$ cat src/rtl/fetch_pkg.sv
// Shared definitions for the instruction fetch unit: FSM state encoding,
// instruction word width and PC increment.
package fetch_pkg;

  typedef enum logic [1:0] {
    BOOT   = 2'd0,
    FETCH  = 2'd1,
    HALTED = 2'd2
  } fetch_state_e;

  localparam int INST_WIDTH = 16;
  localparam int PC_STEP    = 2;

endpackage

$ cat src/rtl/fetch_fifo.sv
// Small synchronous FIFO of {pc, inst} entries with flush; the head output
// holds the last presented entry while the FIFO is empty.
module fetch_fifo #(
  parameter int DATA_W = 32,
  parameter int DEPTH  = 2
) (
  input  logic              clk,
  input  logic              rst_n,
  input  logic              push,
  input  logic              pop,
  input  logic              flush,
  input  logic [DATA_W-1:0] wdata,
  output logic [DATA_W-1:0] rdata,
  output logic              full,
  output logic              empty
);

  localparam int PTR_W = $clog2(DEPTH);
  localparam int CNT_W = PTR_W + 1;

  logic [DATA_W-1:0] mem_q [DEPTH];
  logic [PTR_W-1:0]  wr_ptr_q, wr_ptr_d;
  logic [PTR_W-1:0]  rd_ptr_q, rd_ptr_d;
  logic [CNT_W-1:0]  count_q, count_d;
  logic [DATA_W-1:0] hold_q, hold_d;
  logic [DATA_W-1:0] head;

  assign head  = mem_q[rd_ptr_q];
  assign empty = (count_q == '0);
  assign full  = (count_q == CNT_W'(DEPTH));
  assign rdata = empty ? hold_q : head;

  always_comb begin
    wr_ptr_d = wr_ptr_q;
    rd_ptr_d = rd_ptr_q;
    count_d  = count_q;
    hold_d   = empty ? hold_q : head;
    if (flush) begin
      wr_ptr_d = '0;
      rd_ptr_d = '0;
      count_d  = '0;
    end else begin
      if (push) wr_ptr_d = wr_ptr_q + PTR_W'(1);
      if (pop)  rd_ptr_d = rd_ptr_q + PTR_W'(1);
      count_d = count_q + CNT_W'(push) - CNT_W'(pop);
    end
  end

  always_ff @(posedge clk or negedge rst_n) begin
    if (!rst_n) begin
      wr_ptr_q <= '0;
      rd_ptr_q <= '0;
      count_q  <= '0;
      hold_q   <= '0;
    end else begin
      wr_ptr_q <= wr_ptr_d;
      rd_ptr_q <= rd_ptr_d;
      count_q  <= count_d;
      hold_q   <= hold_d;
    end
  end

  // Entry storage carries no reset; occupancy is tracked by count_q alone.
  always_ff @(posedge clk) begin
    if (push && !flush) mem_q[wr_ptr_q] <= wdata;
  end

endmodule

$ cat src/rtl/inst_fetch_unit.sv
// Instruction fetch unit: owns the PC, reads the single-cycle instruction
// memory and queues {pc, inst} entries for decode behind a valid/ready port.
module inst_fetch_unit
  import fetch_pkg::*;
#(
  parameter int                    ADDR_WIDTH = 16,
  parameter logic [ADDR_WIDTH-1:0] RESET_PC   = '0,
  parameter int                    BUF_DEPTH  = 2
) (
  input  logic                  clk,
  input  logic                  rst,
  output logic [ADDR_WIDTH-1:0] mem_addr,
  output logic                  mem_enable,
  output logic                  mem_wr,
  output logic [INST_WIDTH-1:0] mem_data_in,
  input  logic [INST_WIDTH-1:0] mem_data_out,
  input  logic                  redirect_valid,
  input  logic [ADDR_WIDTH-1:0] redirect_pc,
  input  logic                  halt,
  output logic                  inst_valid,
  input  logic                  inst_ready,
  output logic [INST_WIDTH-1:0] inst_data,
  output logic [ADDR_WIDTH-1:0] inst_pc,
  output logic                  halted
);

  localparam int                    ENTRY_W = ADDR_WIDTH + INST_WIDTH;
  localparam logic [ADDR_WIDTH-1:0] BOOT_PC = RESET_PC & ~ADDR_WIDTH'(1);

  fetch_state_e          state_q, state_d;
  logic [ADDR_WIDTH-1:0] pc_q, pc_d;
  logic                  pop, fetch, flush;
  logic                  fifo_full, fifo_empty;
  logic [ENTRY_W-1:0]    head;

  assign inst_valid = !fifo_empty;
  assign pop        = inst_valid && inst_ready;
  // Redirects are ignored while the memory image is still loading.
  assign flush      = redirect_valid && (state_q != BOOT);
  assign fetch      = (state_q == FETCH) && !halt && !redirect_valid &&
                      (!fifo_full || pop);

  assign mem_addr    = pc_q;
  assign mem_enable  = fetch;
  assign mem_wr      = 1'b0;
  assign mem_data_in = '0;
  assign halted      = (state_q == HALTED);
  assign {inst_pc, inst_data} = head;

  always_comb begin
    state_d = state_q;
    pc_d    = pc_q;
    case (state_q)
      BOOT:    state_d = FETCH;
      FETCH: begin
        if (halt)  state_d = HALTED;
        if (fetch) pc_d = pc_q + ADDR_WIDTH'(PC_STEP);
      end
      HALTED:  state_d = HALTED;
      default: state_d = BOOT;
    endcase
    // Redirect overrides halt; halt is looked at again next cycle.
    if (flush) begin
      state_d = FETCH;
      pc_d    = redirect_pc & ~ADDR_WIDTH'(1);
    end
  end

  always_ff @(posedge clk or negedge rst) begin
    if (!rst) begin
      state_q <= BOOT;
      pc_q    <= BOOT_PC;
    end else begin
      state_q <= state_d;
      pc_q    <= pc_d;
    end
  end

  fetch_fifo #(
    .DATA_W (ENTRY_W),
    .DEPTH  (BUF_DEPTH)
  ) u_fifo (
    .clk   (clk),
    .rst_n (rst),
    .push  (fetch),
    .pop   (pop),
    .flush (flush),
    .wdata ({pc_q, mem_data_out}),
    .rdata (head),
    .full  (fifo_full),
    .empty (fifo_empty)
  );

endmodule

$ cat config.mk
export PLATFORM = sky130hd
export DESIGN_NAME = inst_fetch_unit
export DESIGN_NICKNAME = d
export VERILOG_FILES = /design/src/rtl/fetch_pkg.sv /design/src/rtl/fetch_fifo.sv /design/src/rtl/inst_fetch_unit.sv
export SDC_FILE = /design/constraint.sdc
export NUM_CORES = 1
export LEC_CHECK = 0
export CORE_ASPECT_RATIO = 1.75
export CORE_UTILIZATION = 46
export CTS_CLUSTER_SIZE = 10
export DETAILED_ROUTE_END_ITERATION = 7
export PLACE_DENSITY = 0.76
export SETUP_SLACK_MARGIN = 0.1
export SYNTH_ARGS = -nofsm -noshare
export SYNTH_HDL_FRONTEND = slang
export SYNTH_HIERARCHICAL = 1
export SYNTH_SLANG_ARGS = --single-unit
$ cat constraint.sdc
create_clock -name clk -period 4.85 [get_ports clk]
set_input_delay 0.97 -clock clk [delete_from_list [all_inputs] [get_ports clk]]
set_output_delay 0.97 -clock clk [all_outputs]
set_load 0.01 [all_outputs]
== After elaboration in Yosys (flattened, before gate mapping) ==
Memories as Yosys holds them, arrays and structs flattened.
Index checks and enable logic that the tools add are counted.

* Flip-flop bits (word level): 54
* Bits in latches: 0
* Memory bits (writable): 64
* ROM bits: 0
* Output and inout port bits: 68
* Word-level logic and storage cells: 49
* Memories kept: 1

* Add/sub/neg operators: 5
* $mul: 0
* Divide/modulo/power cells: 0
* Magnitude comparators: 0
* Eq/ne operators: 4
* Shifts and indexed selects: 0
* Muxes and demuxes: 14
* Bitwise operators: 0
* Reductions and logical operators: 19

{| class="wikitable"
|+ Memory list
! name !! depth !! width !! rd ports !! clocked after Yosys merged registers in !! wr ports !! RTL line !! text
|-
| u_fifo.mem_q || 2 || 32 || 1 || 0 || 1 || fetch_fifo.sv:21 || <nowiki>logic [DATA_W-1:0] mem_q [DEPTH];</nowiki>
|}

{| class="wikitable"
|+ Operators by type and width
! cell !! number
|-
| 16-bit 2-to-1 mux || 3
|-
| 32-bit 2-to-1 mux || 1
|-
| 16-bit by 2-bit adder with 16-bit output, second input constant || 1
|-
| 2-bit nonzero test || 4
|-
| 1-bit logical AND || 6
|-
| 1-bit 2-to-1 mux || 6
|-
| 2-bit 2-to-1 mux || 3
|-
| 2-bit case mux with 3 select lines || 1
|-
| 1-bit logical NOT || 5
|-
| 2-bit equality test, second input constant || 2
|-
| 2-bit logical NOT || 2
|-
| 3-bit by 2-bit != test with 1-bit output, second input constant || 1
|-
| 1-bit adder, second input constant || 2
|-
| 2-bit by 1-bit adder with 2-bit output || 1
|-
| 2-bit by 1-bit equality test with 1-bit output, second input constant || 1
|-
| 2-bit AND reduction || 1
|-
| 2-bit by 1-bit subtractor with 2-bit output || 1
|-
| 1-bit logical OR || 1
|}

== Logic depth before layout (Yosys ltp) ==
Gate-level depths: netlist (run 1).

* Word-level depth: 8
* Depth in mapped cells: 12
* Mapped depth without buffers: 9

== Hierarchy ==
Netlist (run 1), hierarchy kept.

{| class="wikitable"
|+ Modules (own cells, without submodules)
! module !! instances !! cells an instance !! area each (um^2)
|-
| fetch_fifo || 1 || 228 || 3803.6
|-
| inst_fetch_unit || 1 || 159 || 1345.0
|}

== Worst setup path after synthesis (run 1) ==
No wires, ideal clock.

* Path kind: input-to-reg
* Start: in redirect_valid
* End: mem u_fifo.mem_q[0][0], enable pin
* Arrival: 4378 ps
* Data required time: 4382 ps
* Slack: 5 ps
* Cell stages on the path: 5
* Buffers on the path: 1
* Cells stage by stage: or3b_4 -> a21o_2 -> buf_2 -> inv_1 -> nor3b_1

* Word-level cells in the longest chain between the ends: 6
* Elaborated cells between the ends (all ways): 8

{| class="wikitable"
|+ RTL lines
! what !! RTL line !! text
|-
| from (decl) || inst_fetch_unit.sv:17 || <nowiki>input logic redirect_valid,</nowiki>
|-
| 1-bit logical NOT || inst_fetch_unit.sv:40 || <nowiki>assign fetch = (state_q == FETCH) && !halt && !redirect_valid &&</nowiki>
|-
| 1-bit logical AND (2 in a row) || inst_fetch_unit.sv:40 ||
|-
| net mem_enable || inst_fetch_unit.sv:13 || <nowiki>output logic mem_enable,</nowiki>
|-
| 1-bit logical AND || fetch_fifo.sv:65 || <nowiki>if (push && !flush) mem_q[wr_ptr_q] <= wdata;</nowiki>
|-
| 1-bit 2-to-1 mux || fetch_fifo.sv:65 ||
|-
| 1-bit 2-to-1 mux (not written as such) || fetch_fifo.sv:65 ||
|-
| to (decl) || fetch_fifo.sv:21 ||
|}

The timed path passes the listed nets, and every way through them passes these cells.

== Final worst setup path (run 1) ==
* Start: in redirect_valid
* End: out mem_enable

* Word-level cells in the longest chain between the ends: 3

{| class="wikitable"
|+ RTL lines
! what !! RTL line
|-
| 1-bit logical NOT || inst_fetch_unit.sv:40
|-
| 1-bit logical AND (2 in a row) || inst_fetch_unit.sv:40
|-
| to (decl) || inst_fetch_unit.sv:13
|}

Every way passes these cells.

==> results of run 1 <==
power by group:
group          leakage, uW  switching [uW]  internal, uW
clock             0.000270             409           747
sequential         0.00117             232          1340
combinational      0.00102             867           819
total              0.00246            1510          2900
registers in the layout, summed over array words and instances, names as in the netlist:
signal and cells:
u_fifo/mem_q 64, mem_addr 15, u_fifo/hold_q 32, u_fifo/wr_ptr_q 1
state_q 2, u_fifo/rd_ptr_q 1, u_fifo/count_q 2
routing by layer:
| metal | share of wire, % | up-vias |
|---|---|---|
| li1 | - | 1589 |
| met3 | 4.8 | 17 |
| met2 | 56 | 125 |
| met4 | 2.0 | 0 |
| met5 | 0 | - |
| met1 | 37 | 1640 |
placed cells by master, fill, tap and decap left out, types with 3 or more instances in the layout:
cell,synthesis,routed
and2_1,3,3
ha_1,6,6
inv_1,9,9
nor2_1,16,16
nor4_1,5,5
clkbuf_16,0,17
o211ai_1,4,4
nand2_1,12,12
a21oi_1,12,12
conb_1,1,20
nand3_1,6,6
o21ai_0,6,6
clkinv_2,0,7
a311oi_1,5,5
mux2i_1,34,34
a21oi_2,29,29
a211oi_1,3,3
clkdlybuf4s50_1,0,84
buf_4,20,6
clkbuf_1,9,4
edfxtp_1,64,64
nand4_1,5,5
dfrtp_1,53,52
nor3_1,36,36
metrics by stage:
stage	instance area, um2	hold WS, ns	total power [uW]
2_1_floorplan	5230	0.535	2520
3_3_place_gp	6060	0.504	3220
3_5_place_dp	6060	0.513	3280
4_1_cts	6610	0.527	4460
5_1_grt	6610	0.548	4650
6_report	6610	0.521	4410
critical path, delay by kind of cell:
family	cells	cell delay, ns
compound gates	1	0.29
buf+inv	3	1.29
simple gates	1	0.46
cell families (layout without fill, tap and decap cells):
group / count (synthesis) / in the layout / synth area share [%]
buffers and inverters: 51 / 136 / 6.05
XOR/XNOR: 3 / 3 / 0.778
other: 1 / 20 / 0.0728
multiplexers: 36 / 36 / 7.05
flip-flops: 117 / 117 / 63.1
AO/OA/AOI/OAI: 75 / 75 / 11.7
adder cells (fa/ha/maj): 6 / 6 / 1.46
AND/OR/NAND/NOR: 98 / 98 / 9.84
worst paths after layout:
check                                  from             endpoint  slack, ns  depth (start not counted)
max                          redirect_valid           mem_enable       0.87                          5
min                        u_fifo/hold_q[8]     u_fifo/hold_q[8]       0.52                          2
max reg2reg                      state_q[1]  u_fifo/mem_q[0][23]       2.10                          7
min reg2reg                u_fifo/hold_q[8]     u_fifo/hold_q[8]       0.52                          2
max in group asynchronous               rst      u_fifo/rd_ptr_q       3.62                          2
min in group asynchronous               rst    u_fifo/hold_q[13]       0.71                          2
final cells by class:
type,instances,area (um2),area share (%)
flip-flops and latches,117,3250,49.2
multi-input cells,238,1670,25.3
repair buffers,93,931,14.1
clock buffers,21,440,6.67
well taps,130,163,2.46
clock inverters,11,110,1.67
inverters,11,41.3,0.625
==> summary.md, run 1 <==
| Metric | Value |
|---|---|
| RSZ-0062 raised after global routing | no |
| Busiest grt layer | met2 |
| Layout Cells excl Fill | 621 |
| First-pass GRT wire length | 17.7 mm |
| GR Util met2 | 37.7% |
| Area contributors post-synth | edfxtp_1 37%, dfrtp_1 26%, mux2i_1 6.6%, a21oi_2 4.9%, nor3_1 3.5% |
| VDD IR max | 389 uV |
| Power per cell area | 668 nW/um2 |
| Warnings from Yosys | 6 |
| Leading area contributor after synthesis | edfxtp_1 |
| Ratio of final minimum period to clock period | 82.1% |
| Proportion of layout cells with a drive suffix above 1 | 16.3% |
| Initial DRC count | 144 |
| CTS buffer count | 17 |
| Worst EP required | 3.88 ns |
| Met1 usage | 21.7% |
| Vias per cell | 5.43 |
| Clock buffer depth | 2 |
| Die area | 11600 um2 |
| Clock skew | 0.0122 ns |
| Initial antenna violation count | 0 |
| Layout Utilization | 61.0% |
| CTS tree | yes |
| Most instantiated library cell after synthesis | edfxtp_1 |
| Via count of the first global-routing pass | 3538 |
| # placed instances | 589 |
| Async S/R FF share, synth | 45.3% |
| # clock sinks | 117 |
| Rel. slew slack | 31.9% |
| DRT Pass-1 Iters | 4 |
| Die W | 82.0 um |
| Routability Congestion | 0.894 |
| Area delta synth->final | 28.3% |
| Worst-skew pair later-pin latency | 0.41 ns |
| # fillers | 869 |
| WP data arrival | 3.01 ns |
| CP endpoint kind | output port |
| Slew Limit Fails | 0 |
| Grt met3 use | 5.90% |
| Leakage | 0.00246 uW |
| Sequential element share of the synthesized area | 63.1% |
| CP cell instances | clkdlybuf4s50_1, or3b_4, a21o_2, inv_1, clkdlybuf4s50_1 |
| Synthesized flop and latch total | 117 |
| Crit path max fanout | 9 |
| Top cell by count, worst path | clkdlybuf4s50_1 |
| Post-synth top cells | 64 x edfxtp_1, 53 x dfrtp_1, 36 x nor3_1 |
| Final WL | 11.1 mm |
| # IOs | 105 |
| CTS clk-pin slew, worst paths | 0.05 ns |
| Max cap viols | 0 |
| Setup bufs post-CTS | 0 |
| Worst slew pin tran | 1.02 ns |
| CTS Root Cell | clkbuf_16 |
| Nets | 521 |
| Fmax | 251 MHz |
| Final WS setup | 0.867 ns |
| Netlist cell types | 53 |
| Row count | 50 |
| Setup TNS Final | 0 ns |
| Antenna cells | 0 |
| Largest net degree at the start of global routing | 54 |
| Startpoint types | primary input |
| Post-synth top area share | 37.3% |
| Hold_buf cts | 0 |
| Max H-tree Level | 4 |
| Mapped Area | 5150 um2 |
| Drt drc | 0 |
| Slowest cell on the critical path | clkdlybuf4s50_1 |
| Hold Crit Class | reg -> reg |
| Status | completed |
| Critical path class | in -> out |
| Post-cts resize count | 0 |
| DP Worst Slack | 0.876 ns |
| Post-synth EDFFs | 64 |
| Min Tclk post-route | 3.98 ns |
| Chip Height | 142 um |
| Initial Utilization | 47.6% |
| GRT Overall Usage | 21.1% |
| WL/cell | 17.9 um |
| Delay of the slowest critical-path stage | 0.59 ns |
| GR Overflow Total | 0 |
| Antenna-violating nets left | 0 |
| Final Setup Violations | 0 |
| Mean Syn Cell Area | 13.3 um2 |
| IO Port Bufs | 85 |
| Placed wire-length estimate | 7.25 mm |
| Ys flop type | edfxtp_1 |
| Routed via count | 3371 |
| Core Area | 10800 um2 |
| Hold Vio Cnt, Final | 0 |
| Post-synthesis cell count | 387 |
Power figures use the tool's default switching activity.
==> run 2, diff against run 1 <==
- CORE_UTILIZATION: 46 -> 51
- PLACE_DENSITY: 0.76 -> 0.79
- clock period: 4.85 -> 4 ns (I/O delays scaled with it)
==> run 2 against run 1 <==
Effect of this change: die area fell by 9.6%; critical path depth rose by 1; worst hold slack got worse by 0.055 ns; cell count fell by 0.16%; critical path type is now reg -> out.
==> summary.md, run 2 (synthesis gave the netlist of run 1 again) <==
| Metric | Value |
|---|---|
| Status | completed |
| Initial Utilization | 52.3% |
| Largest net degree at the start of global routing | 35 |
| Hold Crit Class | in -> async |
| Clock buffer depth | 2 |
| Worst slew pin tran | 1.03 ns |
| IO Port Bufs | 85 |
| Most frequent cells in the layout | 84 x clkdlybuf4s50_1, 64 x edfxtp_1, 52 x dfrtp_1 |
| Via count of the first global-routing pass | 3511 |
| VDD IR max | 537 uV |
| Setup bufs post-CTS | 0 |
| CTS buffer count | 17 |
| Routed via count | 3445 |
| Hold Vio Cnt, Final | 0 |
| Max H-tree Level | 4 |
| Setup TNS Final | 0 ns |
| Rel. slew slack | 31.0% |
| Reg2reg setup slack | 0.94 ns |
| Met2 WL post-DR | 6.39 mm |
| Final Setup Violations | 0 |
| DR top layer | met4 |
| CTS tree | yes |
| Hold_buf cts | 0 |
| Clock skew | 0.00524 ns |
| # fillers | 748 |
| Routability Congestion | 0.929 |
| Proportion of layout cells with a drive suffix above 1 | 17.8% |
| Fmax | 268 MHz |
| Die area | 10500 um2 |
| CTS Root Cell | clkbuf_16 |
| Critical path class | reg -> out |
| WL/cell | 18.1 um |
| Final WL | 11.2 mm |
| Area delta synth->final | 29.4% |
| Max reg flops | 64 |
| Final instance area | 6660 um2 |
| Row count | 48 |
| DRT Pass-1 Iters | 4 |
| Placed wire-length estimate | 7.56 mm |
| CTS clk-pin slew, worst paths | 0.06 ns |
| Die W | 78.0 um |
| GR Overflow Total | 0 |
| Drt drc | 0 |
| Antenna cells | 0 |
| Chip Height | 135 um |
| Initial antenna violation count | 0 |
| CP endpoint kind | output port |
| Initial DRC count | 153 |
| Min Tclk post-route | 3.74 ns |
| DP Worst Slack | 0.516 ns |
| Slowest cell on the critical path | or2_2 |
| # clock sinks | 117 |
| Ratio of final minimum period to clock period | 93.4% |
| Routed met3 length | 416 um |
| Startpoint types | flip-flop |
| Final WS setup | 0.264 ns |
| Met1 Routed Length | 4.16 mm |
| Power per cell area | 823 nW/um2 |
| First-pass GRT wire length | 17.5 mm |
| Crit path max fanout | 33 |
| Max cap viols | 0 |
| Cell Area, Placed | 6050 um2 |
| RSZ-0062 raised after global routing | no |
| Worst-skew pair later-pin latency | 0.40 ns |
| Reg with most FFs | u_fifo/mem_q |
| CP cell instances | or2_2, inv_2, or2b_1, a21o_2, inv_1, clkdlybuf4s50_1 |
| Slew Limit Fails | 0 |
| Post-cts resize count | 0 |
| Vias per cell | 5.56 |
| # IOs | 105 |
| Nets | 525 |
| Antenna-violating nets left | 0 |
| WP data arrival | 2.94 ns |
| Core Area | 9850 um2 |
| Most common cell after layout, fill and taps aside | clkdlybuf4s50_1 |
| Worst EP required | 3.20 ns |
| Delay of the slowest critical-path stage | 0.80 ns |
| GRT Overall Usage | 22.5% |
| Leakage | 0.00249 uW |
## run 2: final timing paths
check | startpoint | end | depth (start not counted)
max | u_fifo/count_q[0] | mem_enable | 6
min | rst | mem_addr[2] | 1
max reg2reg | u_fifo/count_q[0] | u_fifo/mem_q[0][10] | 8
min reg2reg | u_fifo/hold_q[23] | u_fifo/hold_q[23] | 2
max in group asynchronous | rst | u_fifo/hold_q[6] | 2
min in group clk | u_fifo/hold_q[23] | u_fifo/hold_q[23] | 2
## run 2: metrics by stage
stage                     power, uW  hold WS [ns]  instances  util [%]
final                          5480         0.465        620      67.6
after global routing           5740         0.521        620      67.6
after CTS                      5510         0.490        620      67.6
after detailed placement       3970         0.513        588      61.5
after global placement         3890         0.504        588      61.5
after floorplan                3060         0.504        406         -
## run 2: routing by layer
| layer | GRT usage [%] | vias to the layer above |
|---|---|---|
| li1 | - | 1603 |
| met1 | 22.7 | 1700 |
| met2 | 41.9 | 122 |
| met3 | 5.07 | 20 |
| met4 | 12.3 | 0 |
| met5 | 0 | - |
## run 2: layout make-up
class | count | area, um2 | area share, %
multi-input cells | 238 | 1670 | 25.1
clock buffers | 17 | 425 | 6.38
repair buffers | 97 | 936 | 14.0
clock inverters | 15 | 183 | 2.74
inverters | 11 | 41.3 | 0.620
flip-flops and latches | 117 | 3250 | 48.8
well taps | 125 | 156 | 2.35
## run 2: power breakdown
part	leakage, uW	switching [uW]	internal (uW)	total [uW]
Clock	0.000285	538	981	1520
Sequential	0.00117	265	1620	1890
Combinational	0.00103	1080	992	2080
## run 2: worst max-delay path, delay by kind of cell, from the launching register on
kind | cells | cell delay, ns
compound gates | 1 | 0.33
simple gates | 2 | 1.14
buf+inv | 3 | 0.71
flops | 1 | 0.34
==> run 3, diff against run 2 <==
- ABC_CLOCK_PERIOD_IN_PS: default -> 4000
- CORE_UTILIZATION: 51 -> 50
- SYNTH_HIERARCHICAL: 1 -> default
==> run 3 against run 2 <==
Effect of this change: first-iteration DRC count decreased by 5.2%; total power down 5.6%; critical path depth is 2 lower; synthesized area fell by 9.2%; register-to-register slack improved by 0.58 ns; fmax grew 7.9%; non-clock buffer count fell by 6; clock power rose by 4%; via count down 10%; combinational power is 19% lower; worst setup slack better by 0.27 ns; largest power group is now sequential cells.
==> summary.md, run 3 <==
| Metric | Value |
|---|---|
| CTS buffer count | 17 |
| Slowest cell on the critical path | or2_2 |
| Initial antenna violation count | 0 |
| Delay of the slowest critical-path stage | 0.91 ns |
| Core Area | 9090 um2 |
| Slew Limit Fails | 0 |
| Final WL | 9.80 mm |
| Post-cts resize count | 0 |
| Layout Utilization | 68.3% |
| Post-synth top area share | 39.8% |
| Initial Utilization | 51.4% |
| Final instance area | 6210 um2 |
| Clock buffer depth | 2 |
| Vias per cell | 5.37 |
| Reg with most FFs | u_fifo.mem_q |
| Most frequent cells in the layout | 84 x clkdlybuf4s50_1, 62 x edfxtp_1, 52 x dfrtp_1 |
| WP data arrival | 2.66 ns |
| Chip Height | 130 um |
| Hold depth | 2 |
| # placed instances | 545 |
| Via count of the first global-routing pass | 3174 |
| Ratio of final minimum period to clock period | 86.6% |
| CTS clk-pin slew, worst paths | 0.05 ns |
| R2R cell count | 6 |
| Layout Cells excl Fill | 577 |
| Placed wire-length estimate | 6.18 mm |
| Async S/R FF share, synth | 46.1% |
| DRT Pass-1 Iters | 5 |
| GR Overflow Total | 0 |
| CTS Root Cell | clkbuf_16 |
| # IOs | 105 |
| First-pass GRT wire length | 15.3 mm |
| Post-synth EDFFs | 62 |
| Max cap viols | 0 |
| # clock sinks | 115 |
| Mapped Area | 4670 um2 |
| Area contributors post-synth | edfxtp_1 40%, dfrtp_1 28%, mux2i_1 6.9%, a21oi_1 3.4%, nor2_1 3.4% |
| Fmax | 289 MHz |
| Hold Vio Cnt, Final | 0 |
| Warnings from Yosys | 0 |
| GRT Overall Usage | 21.9% |
| Rel. slew slack | 22.1% |
| Most instantiated library cell after synthesis | edfxtp_1 |
| Clock skew | 0.00849 ns |
| Cell Area, Placed | 5590 um2 |
| CP cell instances | or2_2, nor2_1, a21oi_1, clkdlybuf4s50_1 |
| Startpoint types | flip-flop |
| Post-synthesis cell count | 351 |
| Die area | 9750 um2 |
| Final Setup Violations | 0 |
| VDD IR max | 459 uV |
| Power per cell area | 834 nW/um2 |
| Setup TNS Final | 0 ns |
| # fillers | 702 |
| Hold_buf cts | 0 |
| Synthesized flop and latch total | 115 |
| Die W | 75.1 um |
| Most common cell after layout, fill and taps aside | clkdlybuf4s50_1 |
| IO Port Bufs | 85 |
| WL/cell | 17.0 um |
| Crit path max fanout | 65 |
| Row count | 46 |
| Post-synth top cells | 62 x edfxtp_1, 53 x dfrtp_1, 42 x nor2_1 |
| Max reg flops | 62 |
| Min Tclk post-route | 3.46 ns |
| Worst EP required | 3.20 ns |
| Setup bufs post-CTS | 0 |
| Design Power | 5180 uW |
| Initial DRC count | 145 |
| Routability Congestion | 0.901 |
| Routed via count | 3100 |
| Sequential element share of the synthesized area | 68.2% |
| Leading area contributor after synthesis | edfxtp_1 |
| Worst-skew pair later-pin latency | 0.40 ns |
| Leakage | 0.00239 uW |
| Largest net degree at the start of global routing | 66 |
| Hold Crit Class | reg -> reg |
| Max H-tree Level | 4 |
| Worst slew pin tran | 1.17 ns |
| CP endpoint kind | output port |
| Antenna-violating nets left | 0 |
| Area delta synth->final | 32.9% |
| Nets | 486 |
| Ys flop type | edfxtp_1 |
| Antenna cells | 0 |
| Critical path class | reg -> out |
| Netlist cell types | 45 |
| Drt drc | 0 |
| Status | completed |
| Proportion of layout cells with a drive suffix above 1 | 9.85% |
| RSZ-0062 raised after global routing | no |
| Mean Syn Cell Area | 13.3 um2 |
| CTS tree | yes |
==> run 3: routing by layer <==
metal | up-vias | routed length (um) | GRT usage, %
met3 | 13 | 466 | 6.95
met1 | 1540 | 3750 | 23.9
li1 | 1432 | - | -
met4 | 0 | 184 | 10.2
met5 | - | 0 | 0
met2 | 115 | 5390 | 38.0
==> run 3: stage by stage <==
stage | setup slack, ns | hold WS (ns)
2_1_floorplan | 0.503 | 0.464
3_3_place_gp | 0.575 | 0.475
3_5_place_dp | 0.557 | 0.481
4_1_cts | 0.529 | 0.489
5_1_grt | 0.355 | 0.510
6_report | 0.537 | 0.486
==> run 3: area by class of cell <==
cell class / count / area, um2 / share of cell area [%]
repair buffers: 91 / 891 / 14.3
flip-flops and latches: 115 / 3190 / 51.3
inverters: 8 / 30.0 / 0.483
clock inverters: 13 / 189 / 3.04
multi-input cells: 211 / 1330 / 21.4
well taps: 120 / 150 / 2.42
clock buffers: 19 / 433 / 6.97
==> run 3: worst paths after layout <==
| check | from | end | slack (ns) |
|---|---|---|---|
| worst max-delay path | u_fifo.count_q[1] | inst_pc[13] | 0.54 |
| worst min-delay path | u_fifo.hold_q[16] | u_fifo.hold_q[16] | 0.49 |
| worst max register to register | u_fifo.count_q[1] | u_fifo.count_q[1] | 1.52 |
| worst min register to register | u_fifo.hold_q[16] | u_fifo.hold_q[16] | 0.49 |
| max in group asynchronous | rst | u_fifo.rd_ptr_q | 2.68 |
| min in group asynchronous | rst | u_fifo.hold_q[7] | 0.50 |
==> run 3: worst max-delay path, delay by kind of cell, from the launching register on <==
family / cells / cell delay, ns
simple gates: 2 / 1.00
buf+inv: 1 / 0.60
compound gates: 1 / 0.25
flops: 1 / 0.38
==> run 3: report_power, final <==
| part | internal, uW | total, uW | switching [uW] |
|---|---|---|---|
| clock network | 1090 | 1580 | 483 |
| logic | 863 | 1690 | 826 |
| registers | 1630 | 1910 | 288 |
| total | 3580 | 5180 | 1600 |
==> run 3: cell families after synthesis <==
logic type	synth area share [%]
DFF	68.2
and+or+nand+nor	9.42
AOI/OAI and AO/OA	8.46
buffers and inverters	4.87
muxes	6.85
adders and majority gates	1.34
xor gates and xnor gates	0.750
other	0.0802
